### src/rtl/my_ep_tx_cpl_engine.sv
// my_ep_tx_cpl_engine: completion TX engine for the PIO endpoint.
// Takes a completion request from the memory controller, reads one DW from its
// read port, then sends a 3DW-header Cpl/CplD TLP over the 32-bit TRN TX interface.
// Ports: req_* request fields and req_compl_i strobe in; compl_done_o pulse out;
//   rd_addr_o/rd_be_o/rd_data_i read port; trn_* transmit interface.
// Optional build macro: MY_EP_TX_BSWAP_EN byte-swaps the data DW (never the headers).
module my_ep_tx_cpl_engine #(
  parameter int unsigned RD_LATENCY = 1
) (
  input  logic        clk,
  input  logic        rst_n,
  input  logic        req_compl_i,
  input  logic        req_compl_with_data_i,
  input  logic [2:0]  req_tc_i,
  input  logic        req_td_i,
  input  logic        req_ep_i,
  input  logic [1:0]  req_attr_i,
  input  logic [9:0]  req_len_i,
  input  logic [15:0] req_rid_i,
  input  logic [7:0]  req_tag_i,
  input  logic [7:0]  req_be_i,
  input  logic [12:0] req_addr_i,
  input  logic [15:0] completer_id_i,
  output logic        compl_done_o,
  output logic [10:0] rd_addr_o,
  output logic [3:0]  rd_be_o,
  input  logic [31:0] rd_data_i,
  output logic [31:0] trn_td,
  output logic        trn_tsof_n,
  output logic        trn_teof_n,
  output logic        trn_tsrc_rdy_n,
  output logic        trn_tsrc_dsc_n,
  input  logic        trn_tdst_rdy_n,
  input  logic [5:0]  trn_tbuf_av
);

  typedef enum logic [2:0] {
    IDLE,
    FETCH,
    WAIT_BUF,
    HDR0,
    HDR1,
    HDR2,
    DATA,
    DONE
  } state_t;

  localparam logic [1:0] LAT = RD_LATENCY[1:0];

  state_t      state;
  state_t      next_state;

  logic        with_data;
  logic [2:0]  tc;
  logic        td;
  logic        ep;
  logic [1:0]  attr;
  logic [9:0]  len;
  logic [15:0] rid;
  logic [7:0]  tag;
  logic [31:0] data;
  logic [1:0]  lat_cnt;

  logic [31:0] dw0;
  logic [31:0] dw1;
  logic [31:0] dw2;
  logic [31:0] dw3;
  logic [11:0] byte_count;
  logic [6:0]  lower_addr;

  logic        unused_bits;
  assign unused_bits = ^{req_be_i[7:4], req_addr_i[1:0]};

  function automatic logic [11:0] calc_byte_count(input logic [3:0] be);
    logic [11:0] bc;
    casez (be)
      4'b1??1:                   bc = 12'd4;
      4'b01?1, 4'b1?10:          bc = 12'd3;
      4'b0011, 4'b0110, 4'b1100: bc = 12'd2;
      default:                   bc = 12'd1;
    endcase
    return bc;
  endfunction

  function automatic logic [1:0] calc_offset(input logic [3:0] be);
    logic [1:0] off;
    if (be[0])      off = 2'd0;
    else if (be[1]) off = 2'd1;
    else if (be[2]) off = 2'd2;
    else if (be[3]) off = 2'd3;
    else            off = 2'd0;
    return off;
  endfunction

  // rd_addr_o holds req_addr[12:2], so its low 5 bits are req_addr[6:2]
  assign byte_count = calc_byte_count(rd_be_o);
  assign lower_addr = {rd_addr_o[4:0], calc_offset(rd_be_o)};

  assign dw0 = {1'b0, with_data, 1'b0, 5'b01010, 1'b0, tc, 4'b0000,
                td, ep, attr, 2'b00, (with_data ? len : 10'd0)};
  assign dw1 = {completer_id_i, 3'b000, 1'b0, byte_count};
  assign dw2 = {rid, tag, 1'b0, lower_addr};

`ifdef MY_EP_TX_BSWAP_EN
  assign dw3 = {data[7:0], data[15:8], data[23:16], data[31:24]};
`else
  assign dw3 = data;
`endif

  assign trn_tsrc_dsc_n = 1'b1;

  always_ff @(posedge clk or negedge rst_n) begin
    if (!rst_n) begin
      state <= IDLE;
    end else begin
      state <= next_state;
    end
  end

  always_ff @(posedge clk or negedge rst_n) begin
    if (!rst_n) begin
      with_data <= 1'b0;
      tc        <= '0;
      td        <= 1'b0;
      ep        <= 1'b0;
      attr      <= '0;
      len       <= '0;
      rid       <= '0;
      tag       <= '0;
      rd_addr_o <= '0;
      rd_be_o   <= '0;
      data      <= '0;
      lat_cnt   <= '0;
    end else begin
      if (state == IDLE && req_compl_i) begin
        with_data <= req_compl_with_data_i;
        tc        <= req_tc_i;
        td        <= req_td_i;
        ep        <= req_ep_i;
        attr      <= req_attr_i;
        len       <= req_len_i;
        rid       <= req_rid_i;
        tag       <= req_tag_i;
        rd_addr_o <= req_addr_i[12:2];
        rd_be_o   <= req_be_i[3:0];
      end
      if (state == FETCH) begin
        lat_cnt <= lat_cnt + 2'd1;
      end else begin
        lat_cnt <= '0;
      end
      if (state == FETCH && lat_cnt == LAT) begin
        data <= rd_data_i;
      end
    end
  end

  // TRN outputs decode straight from state so a reset clears them immediately
  always_comb begin
    next_state     = state;
    trn_td         = '0;
    trn_tsof_n     = 1'b1;
    trn_teof_n     = 1'b1;
    trn_tsrc_rdy_n = 1'b1;
    compl_done_o   = 1'b0;
    case (state)
      IDLE: begin
        if (req_compl_i) next_state = FETCH;
      end
      FETCH: begin
        if (lat_cnt == LAT) next_state = WAIT_BUF;
      end
      WAIT_BUF: begin
        if (trn_tbuf_av != 6'd0) next_state = HDR0;
      end
      HDR0: begin
        trn_td         = dw0;
        trn_tsof_n     = 1'b0;
        trn_tsrc_rdy_n = 1'b0;
        if (!trn_tdst_rdy_n) next_state = HDR1;
      end
      HDR1: begin
        trn_td         = dw1;
        trn_tsrc_rdy_n = 1'b0;
        if (!trn_tdst_rdy_n) next_state = HDR2;
      end
      HDR2: begin
        trn_td         = dw2;
        trn_teof_n     = with_data;
        trn_tsrc_rdy_n = 1'b0;
        if (!trn_tdst_rdy_n) next_state = with_data ? DATA : DONE;
      end
      DATA: begin
        trn_td         = dw3;
        trn_teof_n     = 1'b0;
        trn_tsrc_rdy_n = 1'b0;
        if (!trn_tdst_rdy_n) next_state = DONE;
      end
      DONE: begin
        compl_done_o = 1'b1;
        next_state   = IDLE;
      end
      default: next_state = IDLE;
    endcase
  end

endmodule

### config.mk
export PLATFORM = sky130hd
export DESIGN_NAME = my_ep_tx_cpl_engine
export DESIGN_NICKNAME = d
export VERILOG_FILES = /design/src/rtl/my_ep_tx_cpl_engine.sv
export SDC_FILE = /design/constraint.sdc
export NUM_CORES = 1
export LEC_CHECK = 0
export CAP_MARGIN = 20
export CELL_PAD_IN_SITES_DETAIL_PLACEMENT = 1
export CELL_PAD_IN_SITES_GLOBAL_PLACEMENT = 2
export CORE_MARGIN = 3
export CORE_UTILIZATION = 28
export CTS_CLUSTER_SIZE = 12
export DETAILED_ROUTE_END_ITERATION = 12
export PLACE_DENSITY_LB_ADDON = 0.05
export SKIP_CTS_REPAIR_TIMING = 1
export SLEW_MARGIN = 20
export SYNTH_ARGS = -nofsm -noshare
export SYNTH_HDL_FRONTEND = slang
export SYNTH_SLANG_ARGS = --single-unit
### constraint.sdc
create_clock -name clk -period 2.4 [get_ports clk]
set_input_delay 0.24 -clock clk [delete_from_list [all_inputs] [get_ports clk]]
set_output_delay 0.24 -clock clk [all_outputs]
set_load 0.005 [all_outputs]
== Yosys cells after proc, flatten, opt, wreduce, memory -nomap -nowiden ==
Index checks and enable logic that the tools add are counted.

* Bits in latches: 0
* Memories kept: 0
* Bits in read-only memories: 0
* Word-level logic and storage cells: 64
* Bits of input ports: 121
* Bits in writable memories: 0
* Register bits: 94
* Output and inout port bits: 52

* Div/mod/pow operators: 0
* Reductions and logical operators: 8
* $lt $le $gt $ge: 0
* Equal/unequal tests: 21
* Add/sub/neg operators: 1
* Muxes and demuxes: 21
* Shift-type cells: 0
* Multipliers: 0
* Bitwise operators: 0

{| class="wikitable"
|+ Operators by type and width
! operator !! count
|-
| $pmux W32 S4 || 1
|-
| $pmux W3 S8 || 1
|-
| $mux W3 || 7
|-
| $eq A3 B3 Y1 const B || 5
|-
| $ne A2 B2 Y1 const B || 6
|-
| $mux W10 || 1
|-
| $mux W2 || 5
|-
| $eq A3 B2 Y1 const B || 3
|-
| $pmux W3 S3 || 1
|-
| $reduce_and A7 Y1 || 1
|-
| $reduce_bool A6 Y1 || 1
|-
| $eq A4 B2 Y1 const B || 1
|-
| $eq A4 B3 Y1 const B || 1
|-
| $eq A4 B4 Y1 const B || 1
|-
| $mux W1 || 4
|-
| $reduce_or A4 Y1 || 1
|-
| $eq A3 B1 Y1 const B || 1
|-
| $logic_not A3 Y1 || 1
|-
| $reduce_or A3 Y1 || 1
|-
| $add A2 B1 Y2 const B || 1
|-
| $eq A2 B1 Y1 const B || 1
|-
| $eq A2 B2 Y1 const B || 1
|-
| $logic_and A1 B1 Y1 || 2
|-
| $ne A2 B1 Y1 const B || 1
|-
| 2 further kinds || 2
|}

== Depth between registers and ports, before layout ==
* Word-level depth: 5
* Depth in mapped cells: 8
* Gate-level depth less buffers: 6

== Worst setup path before layout ==
No wires, ideal clock.

* Path kind: register to output
* From: register state[1]
* To: output port trn_td[3]
* Slack: 0.628 ns
* Arrival: 1.532 ns
* Path buffers: 3
* Required time: 2.160 ns
* Stages on the path, launching flop included: 9
* Cell sequence: dfrtp_1 inv_1 ha_1 buf_6 and2_4 buf_6 buf_6 a222oi_1 inv_1

* Cells in the longest elaborated chain, start to end: 2
* Elaborated cells on any way between the ends: 5
* Classes of those cells: eq/ne: 4; mux: 1

{| class="wikitable"
|+ RTL lines
! what !! RTL line !! RTL
|-
| from (decl) || 50 || <nowiki>state_t state;</nowiki>
|-
| from (signal assigned) || 116 || <nowiki>state <= next_state;</nowiki>
|-
| $eq A3 B3 Y1 / $eq A3 B2 Y1 (equally long branches) || 166 || <nowiki>case (state)</nowiki>
|-
| $pmux W32 S4 * || 166 ||
|-
| to (decl) || 28 || <nowiki>output logic [31:0] trn_td,</nowiki>
|}

Mark *: on every way between the ends. The rest lies on a longest branch, timed or not.

== Final worst setup path ==
* From: register state[0]
* To: output port trn_td[1]

Same word-level chain as after synthesis.

==> run metrics <==
Slew Limit Fails=0; Die Height=132 microns; CP Class=flop to primary output; max-cap violations=0; Sequential Area=2350 sq um; Static Leak=3.36 nW; Die X=132 microns; Die ar.=17400 sq um; Final ANT Viol Nets=0; Setup Skew=6.05 ps; TritonRoute pass-1 iters=5; CTS tree=done; share of cells above drive strength 1=0.288; I/O pins=173; TritonCTS buffer count=9; Yosys top cell area share=0.528; Starting Density=0.290; clock buffer depth=2; leading cell type in the layout, fill and taps excluded=clkdlybuf4s50_1; Synth async-reset ratio=1.00; Total Wirelength=13.6 mm; final hold vios=0; top cells by area, synth=dfrtp_1 53%, mux2_2 23%, a222oi_1 3.8%, buf_6 3.0%, inv_1 1.9%; Worst VDD drop=494 uV; Multi-input gate area=1850 sq um; failing checks=negative setup slack; fin crit share=1.00; CP Max Fanout=9; Area Growth Syn to Fin=54.7%; port bufs=165; fin cells=732; number of remaining DRC errors=0; largest area contributor in the netlist=dfrtp_1; RSZ-0062 raised after global routing=yes; average vias per placed instance=4.65; synthesized cell area=4450 sq um; Vias=3403; Max Fclk=416 MHz; actual slew at the worst max-slew pin=630 ps; Layout Utilization=0.448; Critical Path Start Type=flop; syn nets=470; crit path DAT=2160 ps; first-pass GRT wire length=21.2 mm; initial antenna violation count=0; Tot GR Track Use=0.154; drt initial violations=149; number of synthesized flops with an enable pin=0; syn_area_per_cell=12.9 sq um; drt wl/cell=18.6 microns; NumNets Final=642; GPL Wtd Cong=0.727; worst slack at placement=171 ps; part of the Yosys area used for sequential elements=0.528; largest net degree at the start of global routing=39; Worst-Skew Late Latency=350 ps; ys flop type=dfrtp_1; Yosys reg bits=94; status=finished, violations left; gr ovfl total=0; CTS clock-pin slew for the worst setup and hold paths=60 ps; dpl cells=708; warning count from the yosys run=0; Fill cells=1597; Final Critical Period=2400 ps; H-tree level count=3; num rows=45; ANT cells=0; Core Region=15400 sq um; Critical Path RT=2160 ps; clk root buf=clkbuf_16; DP HPWL=9.29 mm; Final WS setup=-2.13 ps; Mapped Cells=344; vias in the first global route=3734; Hold/Removal Path Class=input port to async pin; Unique masters post-synth=36; Final setup viols=1; crit end category=primary output; Clock Sinks=94; setup_tns=-2.13 ps; most frequent cells in the layout=136 x clkdlybuf4s50_1, 92 x dfrtp_1, 89 x mux2_2; P per Cell Area=1150 nW/um^2; Slew HR=0.576
## logic make-up after synthesis
family | synth area share
simple gates | 0.0548
mux | 0.230
fa+ha+maj | 0.0141
flops | 0.528
other cells | 0.000842
compound gates | 0.0995
buf+inv | 0.0722
## power by group
part           switching (W)  total, W  leakage (nW)  internal, W
sequential          0.000533   0.00293          1.12      0.00240
combinational        0.00134   0.00355          2.10      0.00221
clock               0.000628   0.00146         0.142     0.000837
## metal layers
metal	wire length, microns	part of all wire	GRT usage
met3	975	0.072	0.0481
met4	199	0.015	0.0525
met1	6170	0.45	0.205
met2	6290	0.46	0.239
met5	0	0	0
## layout make-up
class / instances / area share
clock inverter: 5 / 0.00854
multi-input combinational: 199 / 0.268
inverter: 23 / 0.0125
tap: 211 / 0.0383
timing repair buffer: 189 / 0.295
sequential: 94 / 0.342
clock buffer: 11 / 0.0352
## metrics by stage
step,area [sq um],power (W),hold slack (ps)
floorplan,4450,0.00478,-55.6
global placement,6340,0.00634,233
detailed placement,6340,0.00644,228
CTS,6650,0.00796,-148
global route,6890,0.00857,443
finish,6890,0.00795,401
## state kept, by name, summed over array words and instances, names as in the netlist, 3 cells and up
register	cells
rid	16
rd_addr_o	11
tag	8
tc	3
data	32
rd_be_o	4
state	3
len	10
## worst max-delay path: stages (launching register included)
cell             delay, ps
dfrtp_2                450
inv_2                   70
ha_1                   170
and2_4                 160
buf_6                  150
o211ai_1               100
o21ai_1                180
clkdlybuf4s50_1        530
## final timing paths
path                                       from                   endpoint  slack [ps]  cells past startpoint
hold reg to reg            lat_cnt[0]$_DFF_PN0_       lat_cnt[0]$_DFF_PN0_         440                      1
max in group asynchronous                 rst_n       data[11]$_DFFE_PN0P_        1270                      3
min in group clk           lat_cnt[0]$_DFF_PN0_       lat_cnt[0]$_DFF_PN0_         440                      1
hold / removal                            rst_n  rd_addr_o[10]$_DFFE_PN0P_         400                      2
setup / recovery           state[0]$_DFFE_PN0P_                  trn_td[1]          -2                      7
setup reg to reg           state[0]$_DFFE_PN0P_       state[1]$_DFFE_PN0P_         430                      7
## cells in the mapped netlist, types with 2 or more instances
cell,number
nor2_1,5
nand2_1,22
a22oi_1,8
nand3_1,2
nor2b_1,3
nor4_1,2
a211oi_1,2
inv_1,22
buf_6,12
buf_2,5
o211ai_1,3
mux2_1,2
dfrtp_1,94
and2_4,2
ha_1,5
nand2b_1,2
a21oi_1,7
a222oi_1,17
and2_1,3
buf_4,8
a221o_1,3
mux2_2,89
clkbuf_1,4
a22o_1,4
o21ai_0,7
(Power assumes the default switching activity.)
